$ cat src/rtl/step_seq_pkg.sv
// Shared definitions for the CPU step sequencer: state encodings and
// default counter widths.
package step_seq_pkg;

  localparam int CNT_W_DEFAULT = 16;
  localparam int CYC_W_DEFAULT = 32;

  typedef enum logic [1:0] {
    ST_HALT  = 2'b00,
    ST_RUN   = 2'b01,
    ST_BURST = 2'b10,
    ST_BREAK = 2'b11
  } state_e;

endpackage

$ cat src/rtl/step_sequencer.sv
// Run / single-step / breakpoint controller that gates the CPU pipeline
// clock enable, with an inline burst down-counter and enabled-cycle counter.
module step_sequencer
  import step_seq_pkg::*;
#(
  parameter int CNT_W = CNT_W_DEFAULT,
  parameter int CYC_W = CYC_W_DEFAULT
) (
  input  logic             clk,
  input  logic             reset,
  input  logic             run,
  input  logic             step_pulse,
  input  logic             halt,
  input  logic [CNT_W-1:0] burst_len,
  input  logic             bp_hit,
  output logic             cpu_en,
  output logic             halted,
  output logic [1:0]       state,
  output logic [CYC_W-1:0] cycle_cnt,
  output logic [CNT_W-1:0] remaining
);

  state_e           r_state;
  state_e           w_next_state;
  logic [CNT_W-1:0] r_remaining;
  logic [CNT_W-1:0] w_next_remaining;
  logic [CNT_W-1:0] w_load_len;
  logic [CYC_W-1:0] r_cycle_cnt;
  logic             r_bp_mask;
  logic             w_next_bp_mask;
  logic             w_bp;

  // A zero burst length still executes one instruction.
  assign w_load_len = (burst_len == '0) ? CNT_W'(1) : burst_len;
  // The mask lets the instruction that tripped the breakpoint be stepped past.
  assign w_bp       = bp_hit & ~r_bp_mask;

  always_comb begin
    // NOTE: every combinational output gets a default first so no latch is inferred.
    w_next_state     = r_state;
    w_next_remaining = r_remaining;
    if (halt) begin
      w_next_state     = ST_HALT;
      w_next_remaining = '0;
    end else begin
      case (r_state)
        ST_HALT: begin
          if (run) begin
            w_next_state = ST_RUN;
          end else if (step_pulse) begin
            w_next_state     = ST_BURST;
            w_next_remaining = w_load_len;
          end
        end
        ST_RUN: begin
          if (w_bp)      w_next_state = ST_BREAK;
          else if (!run) w_next_state = ST_HALT;
        end
        ST_BURST: begin
          if (w_bp) begin
            w_next_state = ST_BREAK;
          end else if (r_remaining == CNT_W'(1)) begin
            w_next_state     = ST_HALT;
            w_next_remaining = '0;
          end else begin
            w_next_remaining = r_remaining - CNT_W'(1);
          end
        end
        ST_BREAK: begin
          if (step_pulse) begin
            w_next_state     = ST_BURST;
            w_next_remaining = w_load_len;
          end else if (!run) begin
            w_next_state = ST_HALT;
          end
        end
        default: w_next_state = ST_HALT;
      endcase
    end

    w_next_bp_mask = r_bp_mask;
    if (r_state == ST_BREAK && w_next_state != ST_BREAK) w_next_bp_mask = 1'b1;
    else if (cpu_en)                                      w_next_bp_mask = 1'b0;
  end

  // NOTE: sequential state uses non-blocking assignments; reset is synchronous.
  always_ff @(posedge clk) begin
    if (reset) begin
      r_state     <= ST_HALT;
      r_remaining <= '0;
      r_cycle_cnt <= '0;
      r_bp_mask   <= 1'b0;
    end else begin
      r_state     <= w_next_state;
      r_remaining <= w_next_remaining;
      r_cycle_cnt <= r_cycle_cnt + CYC_W'(cpu_en);
      r_bp_mask   <= w_next_bp_mask;
    end
  end

  assign cpu_en    = (r_state == ST_RUN) || (r_state == ST_BURST);
  assign halted    = (r_state == ST_HALT) || (r_state == ST_BREAK);
  assign state     = r_state;
  assign cycle_cnt = r_cycle_cnt;
  assign remaining = r_remaining;

endmodule

$ cat config.mk
export PLATFORM = sky130hd
export DESIGN_NAME = step_sequencer
export DESIGN_NICKNAME = d
export VERILOG_FILES = /design/src/rtl/step_seq_pkg.sv /design/src/rtl/step_sequencer.sv
export SDC_FILE = /design/constraint.sdc
export NUM_CORES = 1
export LEC_CHECK = 0
export CELL_PAD_IN_SITES_DETAIL_PLACEMENT = 1
export CELL_PAD_IN_SITES_GLOBAL_PLACEMENT = 2
export CORE_UTILIZATION = 25
export DETAILED_ROUTE_END_ITERATION = 6
export PLACE_DENSITY = 0.77
export SETUP_SLACK_MARGIN = 0.15
export SLEW_MARGIN = 5
export SYNTH_ARGS = -nofsm -noshare
export SYNTH_HDL_FRONTEND = slang
export SYNTH_SLANG_ARGS = --single-unit
$ cat constraint.sdc
create_clock -name clk -period 2.3 [get_ports clk]
set_input_delay 0.345 -clock clk [delete_from_list [all_inputs] [get_ports clk]]
set_output_delay 0.345 -clock clk [all_outputs]
set_load 0.005 [all_outputs]
Yosys cells after proc, flatten, opt, wreduce, memory -nomap -nowiden. Cells that the tools add are included.

Register bits after elaboration: 51. Bits of input ports: 22.

Reduce and logical (&&, ||, !) cells: 9. Mux-type cells: 17. Equal/unequal tests: 7. Add/sub/neg operators: 2. Bitwise gates (word level): 2.

Operators by type and width (number): two-way mux 16 bit (5); one-hot mux 16 bit (3 select lines) (1); adder 32 x 1 -> 32 bit (1); == test 16 x 1 -> 1 bit (second input constant) (1); logical NOT 16 bit (1); two-way mux 2 bit (8); subtractor 16 x 1 -> 16 bit (second input constant) (1); one-hot mux 2 bit (4 select lines) (1); inequality test 2 bit (second input constant) (3); == test 2 bit (second input constant) (2); AND reduction 3 bit (1); nonzero test 3 bit (1); == test 2 x 1 -> 1 bit (second input constant) (1); logical NOT 2 bit (1); logical OR 1 bit (2); two-way mux 1 bit (2); nonzero test 2 bit (1); OR reduction 2 bit (1); AND 1 bit (1); logical AND 1 bit (1); inverter 1 bit (1).

Depth between registers and ports, before layout.
Depth in word-level cells: 8. Depth in mapped cells: 9. Depth with buffers taken out: 8.

Worst setup path before layout. OpenSTA, ideal clock, no wires.

Kind: register -> register. Start: reg r_state[1], in the netlist state[1]. End: reg r_cycle_cnt[28], in the netlist cycle_cnt[28]. Period minus slack after synthesis: 2.417 ns. Required time: 2.179 ns. Buffers on the path: 0. Path slack: -0.117 ns. Cell stages (with the launch flop): 9. Arrival: 2.297 ns. Cells stage by stage: dfxtp_1 -> inv_1 -> ha_1 -> ha_1 -> ha_1 -> nand3_1 -> nor4_1 -> nand3_1 -> mux2_2.

Longest elaborated chain between the ends: 3. Elaborated cells between the ends (all ways): 4.

RTL lines: from (decl) (line step_sequencer.sv:23) `state_e r_state;`; from (signal assigned) (line step_sequencer.sv:94) `r_state <= w_next_state;`; == test 2 x 1 -> 1 bit or == test 2 bit (tied branches) (line step_sequencer.sv:101) `assign cpu_en = (r_state == ST_RUN) || (r_state == ST_BURST);`; logical OR 1 bit (*) (line step_sequencer.sv:101); net cpu_en (line step_sequencer.sv:16) `output logic cpu_en,`; adder 32 x 1 -> 32 bit (*) (line step_sequencer.sv:96) `r_cycle_cnt <= r_cycle_cnt + CYC_W'(cpu_en);`; to (signal assigned) (line step_sequencer.sv:96); to (decl) (line step_sequencer.sv:28) `logic [CYC_W-1:0] r_cycle_cnt;`.

The timed path passes the listed nets; every way through them passes the cells marked *. A chain may end at the register's enable or synchronous reset.

Worst setup path in the final report.
Start: reg r_state[1], in the netlist state[1]. End: reg r_remaining[10], in the netlist remaining[10].

Longest elaborated chain between the ends: 3. Elaborated cells between the ends (all ways): 8.

RTL lines: == test 2 bit or logical NOT 2 bit (tied branches) (line step_sequencer.sv:46) `case (r_state)`; inequality test 2 bit (no source line) or nonzero test 3 bit (tied branches); AND reduction 3 bit (no source line); to (signal assigned) (line step_sequencer.sv:95) `r_remaining <= w_next_remaining;`; to (decl) (line step_sequencer.sv:25) `logic [CNT_W-1:0] r_remaining;`.

Parallel ways exist; a longest one is shown, timed or not.

==> results.py <==
metrics = {
    "timing": {
        "hold_viol_final": 0,
        "finalWorstPathRequiredPeriod_ps": 2070,
        "max-slew-margin-rel_pct": 68.7,
        "final.period_utilization_pct": 90.0,
        "fin_setup_tns_ps": 0,
        "setup_viol": 0,
        "tightest_slew_ps": 469,
        "slew_viol_final": 0,
        "rsz0062_at_grt": "true",
        "timing.fmax_mhz": 483,
        "clock_skew_ps": 17.4,
    },
    "grt": {
        "grt_pass1_wl_um": 14800,
        "grt_start_max_net_pins": 44,
        "grt-ovfl-total": 0,
        "antenna_found_initial": 0,
        "grtUsageTotal_pct": 15.9,
        "grt_pass1_vias": 2829,
    },
    "logic_synthesis": {
        "synthAdderAreaFrac_pct": 4.03,
        "synth_xor_xnor_area_share_pct": 6.26,
        "synthSimpleGateAreaFrac_pct": 28.5,
        "synth_compound_area_share_pct": 18.9,
        "synthArstFlopShare_pct": 0,
        "synth-seq-cells": 51,
        "yosys-top-cells-area": "dfxtp_1 37%, nor2_1 5.8%, xnor2_1 5.3%",
        "synth_cells": 335,
        "syn_avg_cell_area_um2": 8.35,
        "synth.distinct_cells": 51,
        "ys_seq_area_share_pct": 36.5,
        "synth_top_area_cell": "dfxtp_1",
        "synth_top_family_by_area": "simple AND/OR/NAND/NOR gates",
        "synth_flop_cell": "dfxtp_1",
        "muxShareOfSynthArea_pct": 2.01,
        "ys_warn_count": 0,
        "synth-edff-count": 0,
        "synth_fp_nets": 366,
        "synth_top_area_share_pct": 36.5,
        "synth_area_um2": 2800,
    },
    "setup_path": {
        "reg2reg_depth": 7,
        "start_kind": "flip-flop",
        "crit_path_start": "state[1]",
        "critPathKind": "flip-flop to flip-flop",
        "slowest_stage": "or4_1",
        "crit_chain": "buf_4 -> ha_4 -> buf_6 -> nor2_1 -> a2111o_1 -> or4_1 -> a31oi_1",
        "r2r-end": "remaining[10]",
        "max_stage_delay_ps": 540,
        "r2r_setup_slack_ps": 230,
        "r2r-start": "state[1]",
        "endpoint": "remaining[10]",
        "endpoint_kind": "flip-flop",
        "critPathArrivalTime_ps": 2300,
        "worstPathMaxFanout": 8,
        "required_ps": 2530,
    },
    "die": {
        "fp.dieW_um": 108,
        "die_height_um": 108,
        "start_util_pct": 25.7,
        "die_area_um2": 11600,
        "ios": 74,
        "coreArea_um2": 10900,
        "row_count": 38,
    },
    "routing": {
        "drt_pre_antenna_iters": 4,
        "wl_um": 9210,
        "postRouteAntennaNets": 0,
        "wl_per_cell_um": 16.1,
        "drtIter0Drc": 127,
        "viasPerCell": 4.94,
        "drc": 0,
        "vias": 2823,
    },
    "placed_design": {
        "portBuffers": 73,
        "place_congestion": 0.828,
        "hpwlAfterDp_um": 6790,
        "dpl-instance-area_um2": 3880,
    },
    "final_layout": {
        "synthToLayoutAreaGrowth_pct": 47.4,
        "nFillCells": 1288,
        "num_antenna_cells": 0,
        "design_area_um2": 4120,
        "drive_gt1_share_pct": 15.5,
        "final_util_pct": 37.9,
        "nets": 462,
    },
    "clock_tree": {
        "htreeDepth": 2,
        "cts-hold-fix-buffers": 0,
        "clkTransAtPathRegs_ps": 110,
        "clock_latency_ps": 310,
        "cts_tree": "built",
        "clock-sinks": 51,
        "cts_root_buf": "clkbuf_8",
        "clk_path_buf_depth": 2,
        "cts_buffers": 5,
    },
    "power_and_ir_drop": {
        "p_leak_nw": 1.46,
        "powerDensity_nw_per_um2": 488,
        "ir_worst_vdd_uv": 267,
    },
    "hold_path": {
        "min_path_type": "flip-flop to flip-flop",
    },
    "flow_run": {
        "cap_violations": 0,
    },
    "run_status": {
        "run_status": "completed",
    },
}
## timing repair
item	4_1_cts	5_1_grt
setup endpoints to repair	4	24
buffers inserted	0	6
pin swaps	0	7
gates cloned	0	0
gates resized for setup	3	11
hold endpoints to repair	0	0
## routing by layer
layer  up-vias  track usage (%)  share of wire, %
met3         5             1.82               1.9
li1       1421                -                 -
met5         -                0                 0
met2        34             26.0                47
met1      1363             22.1                50
met4         0             4.01              0.76
## flip-flops by register name, summed over array words and instances, names as in the netlist
| name | count |
|---|---|
| cycle_cnt | 32 |
| remaining | 16 |
| r_bp_mask | 1 |
| state | 2 |
## synthesized netlist by cell type, types with 3 or more instances
cell / instances
a21oi_1: 9
a31oi_1: 4
a32o_1: 8
a41oi_1: 3
and3_1: 7
and4_1: 3
clkbuf_1: 10
dfxtp_1: 51
ha_1: 9
inv_1: 9
mux2_2: 5
nand2_1: 21
nand3_1: 24
nand4_1: 4
nor2_1: 43
nor2b_1: 11
nor3_1: 13
nor4_1: 13
o21a_1: 3
o21ai_0: 19
o2bb2ai_1: 3
or3_1: 5
xnor2_1: 17
xor2_1: 3
## cells in the final DEF, fill, tap and decap left out, drive strengths merged, types with 3 or more instances in the layout
cell	n
nand3	24
o21ai	20
a21oi	9
or4	3
nor2b	11
xor2	3
dfxtp	51
and4	3
clkdlybuf4s50	73
nor3	13
or3	5
a41oi	3
o21a	3
nor2	43
ha	9
mux2	5
xnor2	17
o2bb2ai	3
nand4	4
a31oi	4
buf	31
clkbuf	5
a32o	8
nor4	14
nand2	21
inv	10
and3	7
## how the worst min path moves through the flow
stage | from | to | slack (ps) | depth (start not counted)
3_3_place_gp | cycle_cnt[11] | cycle_cnt[11] | 490 | 2
3_5_place_dp | cycle_cnt[11] | cycle_cnt[11] | 500 | 2
2_1_floorplan | halt | state[0] | 420 | 1
4_1_cts | cycle_cnt[11] | cycle_cnt[11] | 510 | 2
5_1_grt | cycle_cnt[11] | cycle_cnt[11] | 580 | 2
6_report | cycle_cnt[11] | cycle_cnt[11] | 520 | 2
## critical path, delay by kind of cell (launching register included)
family / cells / cell delay, ps
AND/OR/NAND/NOR: 2 / 620
buffers and inverters: 2 / 280
flip-flops: 1 / 340
AO/OA/AOI/OAI: 2 / 630
adder cells (fa/ha/maj): 1 / 150
## where the power goes
| group | leakage, nW | internal, mW | switching [mW] |
|---|---|---|---|
| Sequential | 0.413 | 0.901 | 0.0207 |
| Combinational | 0.997 | 0.214 | 0.220 |
| Clock | 0.0548 | 0.329 | 0.325 |
## cells by family (layout without fill, tap and decap cells)
group | after synthesis | after routing
fa+ha+maj | 9 | 9
compound gates | 70 | 70
mux | 5 | 5
simple gates | 156 | 156
xor+xnor | 20 | 20
flops | 51 | 51
buf+inv | 24 | 121
## area by class of cell
| cell class | count | area, µm² | area share, % |
|---|---|---|---|
| multi-input cells | 260 | 1770 | 43.0 |
| flip-flops and latches | 51 | 1020 | 24.8 |
| repair buffers | 104 | 1000 | 24.3 |
| well taps | 140 | 175 | 4.25 |
| clock buffers | 5 | 68.8 | 1.67 |
| clock inverters | 3 | 46.3 | 1.12 |
| inverters | 9 | 33.8 | 0.820 |
## stage by stage
stage | hold WS [ps] | power (mW) | setup slack (ps) | cells
5_1_grt | 582 | 2.12 | 125 | 572
2_1_floorplan | 421 | 1.16 | 174 | 335
4_1_cts | 515 | 2.02 | 150 | 566
6_report | 516 | 2.01 | 229 | 572
3_5_place_dp | 498 | 1.36 | 72.8 | 558
3_3_place_gp | 489 | 1.35 | 124 | 558
(Power assumes the default switching activity.)
